### src/rtl/legv8_pkg.sv
// rtl/legv8_pkg.sv - shared LEGv8 fetch types and constants
package legv8_pkg;

    localparam int INST_W = 32;
    localparam int ADDR_W = 16;

    // BR XZR: also the ROM's default fill, so running off the program halts fetch.
    localparam logic [INST_W-1:0] HALT_WORD_DEF = 32'hD60003E0;

    typedef logic [INST_W-1:0] inst_t;
    typedef logic [ADDR_W-1:0] addr_t;

    typedef struct packed {
        addr_t pc;
        inst_t data;
    } fetch_entry_t;

    typedef enum logic {
        ST_RUN  = 1'b0,
        ST_HALT = 1'b1
    } fetch_state_t;

endpackage

### src/rtl/fetch_fifo.sv
// rtl/fetch_fifo.sv - instruction FIFO with flush and registered head entry
module fetch_fifo
    import legv8_pkg::*;
#(
    parameter int DEPTH = 2
) (
    input  logic         clk,
    input  logic         rst_n,
    input  logic         flush,
    input  logic         push,
    input  fetch_entry_t push_entry,
    input  logic         pop,
    output logic         head_valid,
    output fetch_entry_t head_entry,
    output logic         full
);

    localparam int PTR_W = $clog2(DEPTH);
    localparam logic [PTR_W-1:0] PTR_ONE = PTR_W'(1);
    localparam logic [PTR_W:0]   CNT_ONE = (PTR_W + 1)'(1);
    localparam logic [PTR_W:0]   CNT_MAX = (PTR_W + 1)'(DEPTH);

    fetch_entry_t     mem [DEPTH];
    logic [PTR_W-1:0] rd_ptr;
    logic [PTR_W-1:0] wr_ptr;
    logic [PTR_W:0]   count;
    logic             do_push;
    logic             do_pop;

    assign head_valid = (count != '0);
    assign full       = (count == CNT_MAX);
    assign do_pop     = pop && head_valid;
    // A full FIFO still takes a push when the head leaves in the same cycle.
    assign do_push    = push && (!full || do_pop);

    always_ff @(posedge clk or negedge rst_n) begin
        if (!rst_n) begin
            rd_ptr <= '0;
            wr_ptr <= '0;
            count  <= '0;
        end else if (flush) begin
            rd_ptr <= '0;
            wr_ptr <= '0;
            count  <= '0;
        end else begin
            if (do_push) begin
                wr_ptr <= wr_ptr + PTR_ONE;
            end
            if (do_pop) begin
                rd_ptr <= rd_ptr + PTR_ONE;
            end
            case ({do_push, do_pop})
                2'b10:   count <= count + CNT_ONE;
                2'b01:   count <= count - CNT_ONE;
                default: count <= count;
            endcase
        end
    end

    always_ff @(posedge clk) begin
        if (do_push && !flush) begin
            mem[wr_ptr] <= push_entry;
        end
    end

    assign head_entry = head_valid ? mem[rd_ptr] : '0;

endmodule

### src/rtl/fetch_ctrl.sv
// rtl/fetch_ctrl.sv - LEGv8 instruction fetch: PC, halt detection, redirect, decode FIFO
module fetch_ctrl
    import legv8_pkg::*;
#(
    parameter int          DEPTH     = 2,
    parameter logic [15:0] RESET_PC  = 16'h0000,
    parameter logic [31:0] HALT_WORD = HALT_WORD_DEF
) (
    input  logic        clk,
    input  logic        rst_n,
    output logic [15:0] rom_addr,
    input  logic [31:0] rom_data,
    output logic        inst_valid,
    output logic [31:0] inst_data,
    output logic [15:0] inst_pc,
    input  logic        inst_ready,
    input  logic        redirect_valid,
    input  logic [15:0] redirect_pc,
    output logic        halted
);

    fetch_state_t state;
    fetch_state_t state_nxt;
    addr_t        pc;
    addr_t        pc_nxt;
    logic         pop;
    logic         fetch;
    logic         fifo_full;
    fetch_entry_t push_entry;
    fetch_entry_t head_entry;

    assign pop   = inst_valid && inst_ready;
    assign fetch = (state == ST_RUN) && !redirect_valid && (!fifo_full || pop);

    always_ff @(posedge clk or negedge rst_n) begin
        if (!rst_n) begin
            state <= ST_RUN;
            pc    <= RESET_PC;
        end else begin
            state <= state_nxt;
            pc    <= pc_nxt;
        end
    end

    // The halt word is enqueued but the PC stays on it, so rom_addr keeps pointing at the halt.
    always_comb begin
        state_nxt = state;
        pc_nxt    = pc;
        if (redirect_valid) begin
            state_nxt = ST_RUN;
            pc_nxt    = redirect_pc;
        end else if (fetch) begin
            if (rom_data == HALT_WORD) begin
                state_nxt = ST_HALT;
            end else begin
                pc_nxt = pc + 16'd1;
            end
        end
    end

    assign push_entry = '{pc: pc, data: rom_data};

    fetch_fifo #(
        .DEPTH (DEPTH)
    ) u_fifo (
        .clk        (clk),
        .rst_n      (rst_n),
        .flush      (redirect_valid),
        .push       (fetch),
        .push_entry (push_entry),
        .pop        (pop && !redirect_valid),
        .head_valid (inst_valid),
        .head_entry (head_entry),
        .full       (fifo_full)
    );

    assign rom_addr  = pc;
    assign inst_data = head_entry.data;
    assign inst_pc   = head_entry.pc;
    assign halted    = (state == ST_HALT);

endmodule

### config.mk
export PLATFORM = sky130hd
export DESIGN_NAME = fetch_ctrl
export DESIGN_NICKNAME = d
export VERILOG_FILES = /design/src/rtl/legv8_pkg.sv /design/src/rtl/fetch_fifo.sv /design/src/rtl/fetch_ctrl.sv
export SDC_FILE = /design/constraint.sdc
export NUM_CORES = 1
export LEC_CHECK = 0
export BUFFER_PORTS_ARGS = -buffer_cell sky130_fd_sc_hd__buf_2
export CORE_ASPECT_RATIO = 0.7
export CORE_UTILIZATION = 50
export DETAILED_ROUTE_END_ITERATION = 10
export GPL_TIMING_DRIVEN = 0
export PLACE_DENSITY = 0.85
export SLEW_MARGIN = 25
export SYNTH_ARGS = -nofsm -noshare
export SYNTH_HDL_FRONTEND = slang
export SYNTH_SLANG_ARGS = --single-unit
### constraint.sdc
create_clock -name clk -period 6.9 [get_ports clk]
set_input_delay 0.69 -clock clk [delete_from_list [all_inputs] [get_ports clk]]
set_output_delay 0.69 -clock clk [all_outputs]
set_load 0.05 [all_outputs]
==> run summary <==
OUTCOME
----------------------------------------------------------------------------------------
Outcome                                                                     finished clean

POWER AND IR DROP
----------------------------------------------------------------------------------------
Pleak                                                                            2.58 nW
Combinational cell fraction of total power                                         19.1%
Switching portion of total power                                                   30.2%
Clock network power share                                                          39.7%
Worst vdd rail ir drop                                                        0.000187 V
Seq pwr share                                                                      41.2%
P per Cell Area                                                              324 mW/mm^2
Total net switching power                                                         631 uW
Total internal power                                                             1.46 mW

FLOORPLANNING
----------------------------------------------------------------------------------------
Number of primary I/O pins                                                           118
Starting utilization of the core area                                              51.7%
Die height                                                                       85.9 um
Width of the chip                                                                 122 um
Die Area                                                                     0.0105 mm^2
Core area                                                                   0.00972 mm^2
Number of placement rows                                                              30

TIMING
----------------------------------------------------------------------------------------
Slack of the critical path                                                       3820 ps
Number of failing setup endpoints in the final timing report                           0
Fin. max-slew vios                                                                     0
Portion of the clock cycle consumed by the worst path in the final layout          44.6%
Endpoints failing hold                                                                 0
Tightest hold margin                                                              244 ps
Unrepaired setup endpoints after global routing                                    false
Relative slew slack                                                                58.6%
Transition time at the pin with the least slew margin                             620 ps
Min Tclk post-route                                                              3080 ps
Worst Clk Skew                                                                   9.34 ps
Maximum clock frequency                                                          325 MHz

CLOCK NETWORK
----------------------------------------------------------------------------------------
Clock tree from TritonCTS                                                           done
Number of buffers created by CTS                                                      17
Root Driver                                                                    clkbuf_16
Number of gates given a new drive strength after cts                                   0
Number of clock sinks seen by CTS                                                    117
Buffers inserted during post-CTS setup optimization                                    0
Worst skew pair latency                                                           410 ps
Number of levels the H-tree was split into                                             4
Maximum clock insertion buffer count                                                   2
Cts-stage hold buffer count                                                            0
Clock transition at the registers of the reported paths                            60 ps

FINAL LAYOUT
----------------------------------------------------------------------------------------
Net count reported at finish                                                         552
Count of filler cells inserted in the layout                                         721
Proportion of layout cells with a drive suffix above 1                             38.1%
Number of antenna cells inserted                                                       0
Fraction of the core area covered by cells at the end of the flow                  66.3%
Non-Filler Instances                                                                 640
Layout-stage area growth over the synthesis result                                 28.2%

PLACE
----------------------------------------------------------------------------------------
Final weighted congestion in routability-driven placement                          0.869
Dpl ws                                                                           3980 ps
Detailed placement HPWL                                                          7.87 mm
IO Port Bufs                                                                         116
Total instance count after detailed placement                                        608

GRT
----------------------------------------------------------------------------------------
GRT Resource Usage Total                                                           22.1%
Wire length of the first global-routing pass                                     16.9 mm
Pin count of the biggest net entering global routing                                  22
Initial antenna violation count                                                        0
Congestion Overflow GR                                                                 0
Via count of the first global-routing pass                                         3,288

CRITICAL PATH
----------------------------------------------------------------------------------------
Largest fanout on the critical path                                                   10
Start-to-end type of the worst setup path                                   flip-flop to primary output
Reg2reg setup slack                                                              4540 ps
Number of cells on the worst reg-to-reg path                                           5
Endpoint kind of the worst setup timing path                                primary output
Data arrival at the endpoint of the critical path                                2390 ps
Data required time at the worst endpoint                                         6210 ps
Startpoint types                                                               flip-flop

FLOW RUN
----------------------------------------------------------------------------------------
Max-cap violation count                                                                0

YOSYS
----------------------------------------------------------------------------------------
Synthesized flop and latch total                                                     117
Post-synthesis instance area                                                0.00503 mm^2
Share of the synthesized area in the top cell type                                 57.3%
Area leader, netlist                                                            edfxtp_1
Predominant post-synthesis flop cell                                            edfxtp_1
Largest cells by area after synthesis                                       edfxtp_1, dfrtp_1, mux2i_1
Number of flops mapped to enable cells by yosys                                       96
Average instance area after synthesis                                          14.5 um^2
Synth cell count leaders                                                    edfxtp_1, nor2_1, mux2i_1
Syn nets                                                                             399
Seq/Total Area, Yosys                                                              67.8%
Most used standard cell by instance count after synthesis                       edfxtp_1
Number of distinct standard cells referenced by the synthesized netlist               44
Yosys warnings                                                                         0
Synth Instances                                                                      346
FFs w/ async S/R, synth                                                            17.9%

WORST HOLD PATH
----------------------------------------------------------------------------------------
Hold/Removal Path Class                                                     input pin to asynchronous set/reset pin

ROUTE
----------------------------------------------------------------------------------------
Iter 0 DRT Violations                                                                220
Remaining design rule violation count                                                  0
Routed WL                                                                        10.9 mm
Per-cell routed wire length                                                      17.1 um
Total via count in the routed design                                               3,377
First-pass detailed-route iteration total                                              5
Antenna violation net count after detailed routing                                     0
Drt via density                                                                     5.28

-- cell usage in the layout (no fill, tap or decap), types with 2 or more instances in the layout --
master,instances
clkinvlp_4,2
buf_2,136
mux2_2,2
nand4_2,2
o211ai_1,3
dfrtp_1,21
nor4_1,2
clkbuf_1,11
clkinv_4,4
inv_1,4
nor4_2,3
nor2_1,54
nand4_4,2
and4bb_2,3
o21ai_1,7
o31a_1,3
clkbuf_16,17
and3_1,3
clkinv_2,4
bufinv_16,2
nor4b_2,3
xor2_1,12
nand2b_1,2
o2111ai_1,7
edfxtp_1,96
nand2_1,18
mux2i_1,48
a21oi_1,2
buf_4,4
xnor2_1,3
clkinv_1,2
o21ai_2,2
nor4_4,2
o21ai_0,9
-- final timing paths --
check / startpoint / end
hold reg to reg: rom_addr[13] / u_fifo.mem[0][45]
setup / recovery: u_fifo.count[1] / inst_pc[6]
max in group asynchronous: rst_n / rom_addr[7]
min in group clk: rom_data[4] / u_fifo.mem[1][4]
setup reg to reg: halted / u_fifo.mem[1][24]
hold / removal: rst_n / rom_addr[12]
-- through the flow --
stage,area [um^2],power [mW],setup TNS [ps]
2_1_floorplan,5030,1.16,0
4_1_cts,6450,2.11,0
6_report,6450,2.09,0
5_1_grt,6450,2.16,0
3_3_place_gp,5770,1.27,-245330
3_5_place_dp,5880,1.28,0
-- state kept, by name, indices dropped and copies added (netlist names) --
name and flops:
u_fifo.wr_ptr 1, u_fifo.count 2, halted 1, rom_addr 16, u_fifo.rd_ptr 1, u_fifo.mem 96
-- layout make-up --
cell class	count	area (um^2)	area share [%]
Buffer	18	82.6	1.28
Inverter	4	15.0	0.233
Timing Repair Buffer	134	681	10.6
Tap cell	128	160	2.48
Sequential cell	117	3410	52.9
Multi-Input combinational cell	207	1530	23.8
Clock inverter	14	138	2.13
Clock buffer	18	429	6.66
-- power groups by stage --
| stage | logic (mW) | registers (mW) | clock network, mW |
|---|---|---|---|
| 3_3_place_gp | 0.385 | 0.882 | 0 |
| 2_1_floorplan | 0.251 | 0.911 | 0 |
| 5_1_grt | 0.421 | 0.868 | 0.871 |
| 6_report | 0.400 | 0.863 | 0.830 |
| 3_5_place_dp | 0.400 | 0.876 | 0 |
| 4_1_cts | 0.402 | 0.862 | 0.843 |
-- worst max-delay path, stage by stage, from the launching register on --
cell and delay (ps):
dfrtp_1 420, nor2_1 310, clkbuf_1 420, buf_1 470, nor2_1 120, buf_2 240
-- logic make-up (layout without fill, tap and decap cells) --
family          Yosys count  after routing  synth area share (%)
flops                   117            117                  67.8
buf+inv                  22            188                  1.94
simple gates            104            104                  12.3
compound gates           36             36                  4.90
fa+ha+maj                 1              1                 0.249
xor+xnor                 15             15                  2.61
mux                      51             51                  10.2
-- per-layer routing --
layer  up-vias  track usage [%]  routed length (um)
met5         -                0                   0
met4         0             10.2                 180
met3        18             6.12                 679
met2       131             34.4                5120
met1      1616             28.9                4930
li1       1612                -                   -
Power figures use the tool's default switching activity.
